==> config.mk <==
export PLATFORM = sky130hd
export DESIGN_NAME = i2c_cfg_responder
export DESIGN_NICKNAME = d
export VERILOG_FILES = /design/src/rtl/i2c_cfg_pkg.sv /design/src/rtl/i2c_line_sync.sv /design/src/rtl/i2c_cfg_responder.sv
export SDC_FILE = /design/constraint.sdc
export NUM_CORES = 1
export LEC_CHECK = 0
export CAP_MARGIN = 20
export CORE_UTILIZATION = 65
export CTS_CLUSTER_DIAMETER = 80
export DETAILED_ROUTE_END_ITERATION = 7
export PLACE_DENSITY = 0.82
export SYNTH_ARGS = -nofsm -noshare
export SYNTH_HDL_FRONTEND = slang
export SYNTH_SLANG_ARGS = --single-unit
==> constraint.sdc <==
create_clock -name clk_i -period 5.05 [get_ports clk_i]
set_input_delay 1.01 -clock clk_i [delete_from_list [all_inputs] [get_ports clk_i]]
set_output_delay 1.01 -clock clk_i [all_outputs]
set_load 0.01 [all_outputs]
==> src/rtl/i2c_cfg_pkg.sv <==
// Shared types and constants for the I2C configuration-write responder.
package i2c_cfg_pkg;

    localparam logic [7:0]  DevAddr      = 8'h34;
    localparam logic [6:0]  ResetRegAddr = 7'h0F;
    localparam int unsigned DataW        = 9;
    localparam int unsigned NumRegs      = 16;
    localparam int unsigned RegIdxW      = 4;

    typedef enum logic [3:0] {
        StIdle,
        StAddr,
        StAckA,
        StByte1,
        StAck1,
        StByte2,
        StAck2,
        StWaitStop,
        StIgnore
    } state_e;

    // States in which a STOP truncates a word that has not been committed yet.
    function automatic logic in_word(input state_e s);
        return (s == StAddr) || (s == StAckA) || (s == StByte1) || (s == StAck1) ||
               (s == StByte2) || (s == StAck2);
    endfunction

endpackage

==> src/rtl/i2c_line_sync.sv <==
// Synchronizes SCL/SDA into the system clock domain and flags edges, START and STOP.
module i2c_line_sync (
    input  logic clk_i,
    input  logic rst_i,
    input  logic scl_i,
    input  logic sda_i,
    output logic sda_o,
    output logic scl_rise_o,
    output logic scl_fall_o,
    output logic start_o,
    output logic stop_o
);

    logic scl_meta_q, scl_sync_q, scl_hist_q;
    logic sda_meta_q, sda_sync_q, sda_hist_q;
    logic scl_rise_q, scl_fall_q, start_q, stop_q;

    // Lines reset to the idle-high level so leaving reset never looks like an edge.
    always_ff @(posedge clk_i) begin
        if (rst_i) begin
            scl_meta_q <= 1'b1;
            scl_sync_q <= 1'b1;
            scl_hist_q <= 1'b1;
            sda_meta_q <= 1'b1;
            sda_sync_q <= 1'b1;
            sda_hist_q <= 1'b1;
            scl_rise_q <= 1'b0;
            scl_fall_q <= 1'b0;
            start_q    <= 1'b0;
            stop_q     <= 1'b0;
        end else begin
            scl_meta_q <= scl_i;
            scl_sync_q <= scl_meta_q;
            scl_hist_q <= scl_sync_q;
            sda_meta_q <= sda_i;
            sda_sync_q <= sda_meta_q;
            sda_hist_q <= sda_sync_q;
            scl_rise_q <= scl_sync_q & ~scl_hist_q;
            scl_fall_q <= ~scl_sync_q & scl_hist_q;
            start_q    <= scl_sync_q & scl_hist_q & sda_hist_q & ~sda_sync_q;
            stop_q     <= scl_sync_q & scl_hist_q & ~sda_hist_q & sda_sync_q;
        end
    end

    // sda_hist_q is the sample the registered event flags were computed from.
    assign sda_o      = sda_hist_q;
    assign scl_rise_o = scl_rise_q;
    assign scl_fall_o = scl_fall_q;
    assign start_o    = start_q;
    assign stop_o     = stop_q;

endmodule

==> src/rtl/i2c_cfg_responder.sv <==
// I2C target that decodes 3-byte configuration writes and mirrors them in a shadow file.
module i2c_cfg_responder
    import i2c_cfg_pkg::*;
#(
    parameter logic [7:0] DevAddrCfg = DevAddr
) (
    input  logic               clk_i,
    input  logic               rst_i,
    input  logic               i2c_sclk_i,
    input  logic               i2c_sdat_i,
    output logic               i2c_sdat_oe_o,
    output logic               word_valid_o,
    output logic [6:0]         reg_addr_o,
    output logic [DataW-1:0]   reg_data_o,
    output logic               bus_error_o,
    output logic               busy_o,
    input  logic [RegIdxW-1:0] rd_addr_i,
    output logic [DataW-1:0]   rd_data_o
);

    logic sda_s, scl_rise, scl_fall, start_det, stop_det;

    i2c_line_sync u_line_sync (
        .clk_i      (clk_i),
        .rst_i      (rst_i),
        .scl_i      (i2c_sclk_i),
        .sda_i      (i2c_sdat_i),
        .sda_o      (sda_s),
        .scl_rise_o (scl_rise),
        .scl_fall_o (scl_fall),
        .start_o    (start_det),
        .stop_o     (stop_det)
    );

    state_e           state_q;
    logic [2:0]       bit_cnt_q;
    logic             byte_done_q;
    logic [7:0]       shift_q;
    logic [7:0]       byte1_q;
    logic             oe_q;
    logic             word_valid_q;
    logic             bus_error_q;
    logic [6:0]       reg_addr_q;
    logic [DataW-1:0] reg_data_q;
    logic [DataW-1:0] rd_data_q;
    logic [DataW-1:0] shadow_q [NumRegs];

    logic       capturing;
    logic [6:0] commit_addr;

    assign capturing   = ((state_q == StAddr) || (state_q == StByte1) || (state_q == StByte2)) &&
                         !byte_done_q;
    assign commit_addr = byte1_q[7:1];

    always_ff @(posedge clk_i) begin
        if (rst_i) begin
            state_q      <= StIdle;
            bit_cnt_q    <= 3'd0;
            byte_done_q  <= 1'b0;
            shift_q      <= 8'h00;
            byte1_q      <= 8'h00;
            oe_q         <= 1'b0;
            word_valid_q <= 1'b0;
            bus_error_q  <= 1'b0;
            reg_addr_q   <= 7'h00;
            reg_data_q   <= '0;
            rd_data_q    <= '0;
            for (int unsigned i = 0; i < NumRegs; i++) begin
                shadow_q[i] <= '0;
            end
        end else begin
            word_valid_q <= 1'b0;
            bus_error_q  <= 1'b0;
            rd_data_q    <= shadow_q[rd_addr_i];

            if (start_det) begin
                state_q     <= StAddr;
                bit_cnt_q   <= 3'd0;
                byte_done_q <= 1'b0;
                oe_q        <= 1'b0;
            end else if (stop_det) begin
                bus_error_q <= in_word(state_q);
                state_q     <= StIdle;
                oe_q        <= 1'b0;
            end else if (scl_rise && capturing) begin
                shift_q   <= {shift_q[6:0], sda_s};
                bit_cnt_q <= bit_cnt_q + 3'd1;
                if (bit_cnt_q == 3'd7) begin
                    byte_done_q <= 1'b1;
                end
            end else if (scl_fall) begin
                case (state_q)
                    StAddr: begin
                        if (byte_done_q) begin
                            if (shift_q == DevAddrCfg) begin
                                state_q <= StAckA;
                                oe_q    <= 1'b1;
                            end else begin
                                state_q <= StIgnore;
                            end
                        end
                    end
                    StByte1: begin
                        if (byte_done_q) begin
                            byte1_q <= shift_q;
                            state_q <= StAck1;
                            oe_q    <= 1'b1;
                        end
                    end
                    StByte2: begin
                        if (byte_done_q) begin
                            state_q <= StAck2;
                            oe_q    <= 1'b1;
                        end
                    end
                    StAckA, StAck1: begin
                        state_q     <= (state_q == StAckA) ? StByte1 : StByte2;
                        oe_q        <= 1'b0;
                        bit_cnt_q   <= 3'd0;
                        byte_done_q <= 1'b0;
                    end
                    StAck2: begin
                        state_q      <= StWaitStop;
                        oe_q         <= 1'b0;
                        word_valid_q <= 1'b1;
                        reg_addr_q   <= commit_addr;
                        reg_data_q   <= {byte1_q[0], shift_q};
                        // The reset-register write wipes the file instead of being stored.
                        if (commit_addr == ResetRegAddr) begin
                            for (int unsigned i = 0; i < NumRegs; i++) begin
                                shadow_q[i] <= '0;
                            end
                        end else if (32'(commit_addr) < NumRegs) begin
                            shadow_q[commit_addr[RegIdxW-1:0]] <= {byte1_q[0], shift_q};
                        end
                    end
                    default: ;
                endcase
            end
        end
    end

    assign i2c_sdat_oe_o = oe_q;
    assign word_valid_o  = word_valid_q;
    assign bus_error_o   = bus_error_q;
    assign reg_addr_o    = reg_addr_q;
    assign reg_data_o    = reg_data_q;
    assign rd_data_o     = rd_data_q;
    assign busy_o        = (state_q != StIdle);

endmodule

==> results.toml, run 1 <==
[outcome]
status = "complete, no violations"

[cts]
holdBufCountCts = 0
cts_sinks = 206
h-tree-depth = 1
cts_max_path_buffers = 3
cts_tree = "done"
clock-root-buffer = "clkbuf_16"
clk_pin_slew_ns = 0.06
cts_resized = 0
post_cts_buffers = 0
clk_latency_ns = 0.49
cts_made_buffers = 21

[grt]
antenna_found_initial = 0
grt_pass1_wl_mm = 30.9
grt_pass1_vias = 5400
grt_overflow_total = 0
track_usage = 0.295
grt_max_degree = 53

[setup_path]
critPathKind = "flip-flop to output pin"
arrival_ns = 2.05
end_kind = "output pin"
start_kind = "flip-flop"
cp_max_fo = 10
cp.required_ns = 4.04
r2r_cells = 3

[cells_and_area]
nets = 708
drive_above_1_share = 0.145
layout_commonest_cell = "edfxtp_1"
multiInputGateArea_um2 = 3070
final_area_um2 = 9890
num_antenna_cells = 0
seqCellArea_um2 = 5570
final_cell_mix = "edfxtp_1 (144), nor2_1 (98), nand2_1 (71), and2_1 (64), dfxtp_1 (62)"
area_delta_synth_final_pct = 11.5
final_cells = 888
fillers = 836

[power_and_ir_drop]
p_switching_uw = 710
power.density_nw_per_um2 = 353
p_leak_nw = 3.34
power.total_mw = 3.49
comb_power_share = 0.047
switching_share = 0.204
seq_power_share = 0.546
clock_power_share = 0.407
ir_drop_mv = 0.271
intPower_mw = 2.78

[die]
coreArea_um2 = 13300
io_pins = 37
fp.dieW_um = 119
rows = 42
start_util = 0.667
die_area_um2 = 14100
fp.dieH_um = 119

[route]
viasPerCell = 6.16
post-route-drc-count = 0
drtIter0Drc = 618
wire_per_inst_um = 22.1
ant_nets = 0
routed_wirelength_mm = 19.6
vias = 5470
first_pass_iters = 5

[min_path]
min_path_cells = 1
min_path_type = "flip-flop to flip-flop"

[timing]
rsz0062_at_grt = "no"
hold_viol_final = 0
fin_tns_setup_ns = 0
worst_pin_slew_ns = 1.00
max_freq_ghz = 0.327
timing.final.crit_period_ns = 3.06
fin_ws_ns = 1.99
skew_ns = 0.00696
relSlewSlack = 0.333
setup_viol_count_final = 0
finalCritPeriodShare = 0.606
final_max_slew_viol_count = 0

[synthesis]
synth-main-ff-cell = "edfxtp_1"
synth_seq_area_share = 0.627
synth_cells = 670
avgSynthCellArea_um2 = 13.2
yosysWarnings = 0
syn_area_um2 = 8870
ys_types = 56
synthArstFlopShare = 0
synth_edf_count = 144
synth-seq-cells = 206

[place]
dp_cells = 851
dp_hpwl_mm = 13.0
port_buffers = 36
placed_area_um2 = 9260
gp_congestion = 0.875
pre_cts_slack_ns = 1.56

[run]
cap_violations = 0
[through the flow]
step / util / hold slack [ns]
2_1_floorplan: - / 0.389
3_3_place_gp: 0.697 / 0.391
5_1_grt: 0.744 / 0.433
4_1_cts: 0.744 / 0.419
3_5_place_dp: 0.697 / 0.401
6_report: 0.744 / 0.418
[synth_stat cells (all sizes together), types with 2 or more instances]
cell type	count	area (um2)
nor3b	6	56.3
nor2b	3	18.8
o21a	2	15.0
a22oi	14	105
or3	5	41.3
a31oi	3	33.8
ha	2	25.0
a22o	2	17.5
or2	9	56.3
nand3b	4	30.0
a21oi	19	95.1
mux4	36	811
nand3	3	32.5
nand4	2	18.8
mux2i	18	180
buf	22	160
edfxtp	144	4320
nor4	5	106
and2	64	400
clkbuf	20	75.1
nand2b	9	56.3
nor3	5	41.3
o21ai	14	85.1
dfxtp	62	1240
nand2	72	278
inv	7	26.3
nor2	102	393
and4bb	2	25.0
and4	2	17.5
[registers in the layout, summed over array words and instances (netlist names), 3 cells and up]
signal,flops
shadow_q,144
rd_data_o,9
reg_data_o,9
byte1_q,8
shift_q,8
reg_addr_o,7
state_q,4
bit_cnt_q,3
[layer usage]
layer	vias up	share of wire	GRT usage
met1	2702	0.40	0.422
met5	-	0	0
met2	268	0.48	0.458
met4	0	0.030	0.108
met3	44	0.090	0.0532
li1	2456	-	-
[logic make-up after synthesis]
family                   count (synthesis)  synth area share
AND/OR/NAND/NOR                        297             0.181
other                                    1          0.000423
multiplexers                            54             0.112
AO/OA/AOI/OAI                           60            0.0460
buffers and inverters                   49            0.0295
flip-flops                             206             0.627
adder cells (fa/ha/maj)                  2           0.00282
XOR/XNOR                                 1          0.000988
[power groups by stage]
stage / registers [mW] / clock network, mW / logic [mW]
floorplan: 1.93 / 0 / 0.111
global placement: 1.93 / 0 / 0.160
detailed placement: 1.94 / 0 / 0.165
CTS: 1.90 / 1.44 / 0.166
global route: 1.91 / 1.50 / 0.178
finish: 1.91 / 1.42 / 0.165
[final cells by class]
type                            instances  share of cell area
Clock inverter                          6             0.00253
Sequential cell                       206               0.563
Tap cell                              176              0.0223
Inverter                                7             0.00266
Timing Repair Buffer                   39              0.0382
Clock buffer                           31              0.0612
Multi-Input combinational cell        423               0.311
[critical path, cell delays in order (launching register included)]
cell             delay [ns]
dfxtp_1                0.40
or2_2                  0.37
or3_1                  0.32
clkdlybuf4s50_1        0.48
[path summary, 6_finish.rpt]
kind	from	to	slack (ns)
worst max-delay path	state_q[1]	busy_o	1.99
worst min-delay path	u_line_sync.sda_meta_q	u_line_sync.sda_sync_q	0.42
worst max register to register	byte1_q[3]	shadow_q[14][6]	2.00
worst min register to register	u_line_sync.sda_meta_q	u_line_sync.sda_sync_q	0.42
No activity file was read; power rests on OpenSTA's default activity.
==> run 2, diff against run 1 <==
Settings changed: CORE_UTILIZATION 65 to 60, PLACE_DENSITY 0.82 to 0.76.
Clock period 5.05 ns to 2.9 ns, I/O delays scaled along.
==> run 2 against run 1 <==
Effect of this change: global-route usage fell by 2.5 points; via count shrank 0.35%; clock power is 77% higher; cell count is 3.2% higher.
==> results.toml, run 2 (synthesis gave the netlist of run 1 again) <==
[cts]
h-tree-depth = 1
holdBufCountCts = 0
cts_resized = 0
post_cts_buffers = 0
cts_tree = "done"
clk_pin_slew_ns = 0.06
clk_latency_ns = 0.49
clock-root-buffer = "clkbuf_16"
cts_sinks = 206
cts_max_path_buffers = 3
cts_made_buffers = 21

[grt]
grt_overflow_total = 0
antenna_found_initial = 0
grt_pass1_wl_mm = 30.2
grt_max_degree = 45
track_usage = 0.269
grt_pass1_vias = 5430

[place]
port_buffers = 36
gp_congestion = 0.854
dp_cells = 879
dp_hpwl_mm = 13.2

[cells_and_area]
final_cells = 916
area_delta_synth_final_pct = 13.7
nets = 728
num_antenna_cells = 0
layout_commonest_cell = "edfxtp_1"
largest_reg_flops = 144
top_register = "shadow_q"
final_cell_mix = "edfxtp_1 (144), nor2_1 (98), nand2_1 (71), and2_1 (64), dfxtp_1 (62)"
postLayoutCoreUtil = 0.697
drive_above_1_share = 0.171

[setup_path]
arrival_ns = 2.07
r2r-start = "state_q[0]"
critPathKind = "flip-flop to output pin"
cp_max_fo = 10
start_kind = "flip-flop"
r2r_cells = 4
crit_buf_inv = 1
r2r_end = "shadow_q[0][3]"
critPathMaxStageDelay_ns = 0.48
r2r_setup_slack_ns = 0.41
startpoint = "state_q[1]"
cp_cell_sequence = "or2_2 -> or3_1 -> clkdlybuf4s50_1"
cp.required_ns = 2.32
critPathTopFamily = "simple AND/OR/NAND/NOR gates"
end_kind = "output pin"
slowest_stage = "clkdlybuf4s50_1"

[timing]
rsz0062_at_grt = "no"
max_freq_ghz = 0.378
hold_viol_final = 0
skew_ns = 0.0109
relSlewSlack = 0.358
fin_tns_setup_ns = 0
worst_pin_slew_ns = 0.961
timing.final.crit_period_ns = 2.65
final_max_slew_viol_count = 0
setup_viol_count_final = 0
finalCritPeriodShare = 0.912

[die]
coreArea_um2 = 14500
die_area_um2 = 15300
fp.dieW_um = 124
fp.dieH_um = 124
start_util = 0.613
rows = 44
io_pins = 37

[route]
viasPerCell = 5.95
wire_per_inst_um = 21.1
post-route-drc-count = 0
routed_wirelength_mm = 19.3
first_pass_iters = 5
route.met3.wl_mm = 1.61
drtIter0Drc = 741
dr_wl_met2_mm = 9.30
top_layer_used = "met4"
met1_length_mm = 8.10
vias = 5451
ant_nets = 0

[power_and_ir_drop]
p_leak_nw = 3.45
power.density_nw_per_um2 = 607
ir_drop_mv = 0.398

[min_path]
min_path_type = "flip-flop to flip-flop"
hold_start = "u_line_sync.scl_meta_q"
hold_end = "u_line_sync.scl_sync_q"
min_path_cells = 1

[outcome]
status = "complete, no violations"

[run]
cap_violations = 0
-- run 2: cell types whose count changed in the layout (fill, tap and decap cells not counted), sizes merged --
cell      previous run  this run
inv                  7         8
clkbuf              31        34
clkinv               6         1
buf                  4        24
clkinvlp             0         1
-- run 2: where the power goes --
| group | total, mW | internal (mW) | switching (mW) | leakage [nW] |
|---|---|---|---|---|
| Sequential | 3.32 | 3.26 | 0.0520 | 1.87 |
| Combinational | 0.302 | 0.148 | 0.154 | 1.26 |
| Clock | 2.51 | 1.46 | 1.05 | 0.316 |
-- run 2: worst max path at each step --
stage                     depth (start not counted)               to  slack [ns]
after global routing                              3           busy_o        0.18
after CTS                                         3           busy_o        0.25
after floorplan                                   6   shadow_q[2][0]        0.72
after detailed placement                          5     rd_data_o[6]        0.39
final                                             3           busy_o        0.25
after global placement                            4  shadow_q[10][4]        0.43
-- run 2: cell type report --
type | instances | area (um2)
Clock buffer | 34 | 618
Clock inverter | 3 | 18.8
Fill cell | 986 | 4390
Inverter | 7 | 26.3
Multi-Input combinational cell | 423 | 3070
Sequential cell | 206 | 5570
Tap cell | 184 | 230
Timing Repair Buffer | 59 | 553
-- run 2: routing by layer --
metal,vias up,GRT usage
li1,2493,-
met1,2706,0.379
met5,-,0
met2,222,0.439
met3,30,0.0508
met4,0,0.0595
-- run 2: per-stage QoR --
step,hold slack (ns),setup WS [ns],power (mW),cell area (um2)
2_1_floorplan,0.389,0.718,3.55,8900
3_3_place_gp,0.400,0.434,3.67,9450
3_5_place_dp,0.403,0.388,3.68,9450
4_1_cts,0.424,0.246,6.16,10100
5_1_grt,0.443,0.177,6.29,10100
6_report,0.421,0.255,6.12,10100
==> run 3, diff against run 2 <==
Settings changed: PLACE_DENSITY 0.76 to 0.79.
==> run 3 against run 2 <==
Effect of this change: global-route usage rose by 0.47 points; worst setup slack better by 0.0046 ns; sequential power is essentially flat.
==> results.toml, run 3 (synthesis gave the netlist of run 1 again) <==
[outcome]
status = "complete, no violations"

[die]
io_pins = 37
die_area_um2 = 15300
coreArea_um2 = 14500
start_util = 0.613
fp.dieW_um = 124
rows = 44
fp.dieH_um = 124

[power_and_ir_drop]
ir_drop_mv = 0.488
intPower_mw = 5.13
p_leak_nw = 3.51
clock_power_share = 0.440
seq_power_share = 0.514
comb_power_share = 0.046
p_switching_mw = 1.32
power.density_nw_per_um2 = 633
switching_share = 0.205

[route]
first_pass_iters = 7
wire_per_inst_um = 21.4
routed_wirelength_mm = 19.7
post-route-drc-count = 0
ant_nets = 0
vias = 5528
viasPerCell = 6.01
drtIter0Drc = 563

[cts]
clk_latency_ns = 0.50
holdBufCountCts = 0
cts_max_path_buffers = 3
cts_tree = "done"
h-tree-depth = 1
cts_sinks = 206
post_cts_buffers = 0
clk_pin_slew_ns = 0.06
cts_made_buffers = 22
cts_resized = 0
clock-root-buffer = "clkbuf_16"

[place]
dp_cells = 880
port_buffers = 36
gp_congestion = 0.896
dp_hpwl_mm = 13.2
pre_cts_slack_ns = 0.196

[setup_path]
r2r_end = "shadow_q[10][2]"
cp.required_ns = 2.32
critPathMaxStageDelay_ns = 0.48
slowest_stage = "clkdlybuf4s50_1"
start_kind = "flip-flop"
cp_max_fo = 10
r2r_cells = 4
r2r-start = "state_q[0]"
arrival_ns = 2.06
worstSetupEndpoint = "busy_o"
cp_cell_sequence = "or2_2 -> or3_1 -> clkdlybuf4s50_1"
r2r_setup_slack_ns = 0.36
startpoint = "state_q[1]"
end_kind = "output pin"
critPathKind = "flip-flop to output pin"

[grt]
antenna_found_initial = 0
grt_max_degree = 45
use_met2 = 0.434
grt_pass1_vias = 5384
grtUsageMet3 = 0.0426
grt_overflow_total = 0
gr-max-usage-layer = "met2"
grt_pass1_wl_mm = 30.3
track_usage = 0.274
use_met1 = 0.386

[timing]
final_max_slew_viol_count = 0
max_freq_ghz = 0.379
rsz0062_at_grt = "no"
relSlewSlack = 0.330
skew_ns = 0.00895
hold_viol_final = 0
worst_pin_slew_ns = 0.997
finalCritPeriodShare = 0.911
setup_viol_count_final = 0
fin_ws_ns = 0.259
timing.final.crit_period_ns = 2.64
fin_tns_setup_ns = 0

[cells_and_area]
postLayoutCoreUtil = 0.704
final_cells = 920
top_register = "shadow_q"
area_delta_synth_final_pct = 15.0
layout_commonest_cell = "edfxtp_1"
drive_above_1_share = 0.178
largest_reg_flops = 144
num_antenna_cells = 0
final_cell_mix = "edfxtp_1 (144), nor2_1 (98), nand2_1 (71), and2_1 (64), dfxtp_1 (62)"
nets = 730

[run]
cap_violations = 0

[min_path]
min_path_type = "flip-flop to flip-flop"
## run 3: how the worst min path moves through the flow
| stage | startpoint | to | slack (ns) | depth (start not counted) |
|---|---|---|---|---|
| after floorplan | u_line_sync.scl_meta_q | u_line_sync.scl_sync_q | 0.39 | 1 |
| after global placement | u_line_sync.sda_meta_q | u_line_sync.sda_sync_q | 0.40 | 1 |
| after detailed placement | u_line_sync.scl_meta_q | u_line_sync.scl_sync_q | 0.40 | 1 |
| after CTS | u_line_sync.scl_meta_q | u_line_sync.scl_sync_q | 0.42 | 1 |
| after global routing | u_line_sync.scl_meta_q | u_line_sync.scl_sync_q | 0.44 | 1 |
| final | u_line_sync.scl_meta_q | u_line_sync.scl_sync_q | 0.42 | 1 |
## run 3: critical path: cells and delay by family, from the launching register on
family,cells,cell delay (ns)
and+or+nand+nor,2,0.69
buffers and inverters,1,0.48
DFF,1,0.40
## run 3: metrics by stage
stage	cell area, um2	power [mW]	hold slack [ns]
floorplan	8900	3.55	0.389
global placement	9460	3.66	0.400
detailed placement	9460	3.68	0.403
CTS	10200	6.47	0.422
global route	10200	6.62	0.443
finish	10200	6.46	0.417
## run 3: area by class of cell
type / instances / area, um2
clock inverters: 9 / 106
well taps: 184 / 230
repair buffers: 60 / 561
fillers: 928 / 4280
flip-flops and latches: 206 / 5570
inverters: 7 / 26.3
clock buffers: 31 / 637
multi-input cells: 423 / 3070
## run 3: routing by layer
metal | wire length, um | vias to the layer above | part of all wire
met2 | 9420 | 302 | 0.48
met3 | 1930 | 48 | 0.098
met1 | 7750 | 2670 | 0.39
met5 | 0 | - | 0
met4 | 612 | 0 | 0.031
li1 | - | 2508 | -
## run 3: power groups by stage
stage	Combinational, mW	Clock [mW]	Sequential [mW]
final	0.298	2.84	3.32
after global routing	0.321	2.98	3.33
after CTS	0.301	2.85	3.32
after detailed placement	0.298	0	3.38
after global placement	0.291	0	3.37
after floorplan	0.194	0	3.35
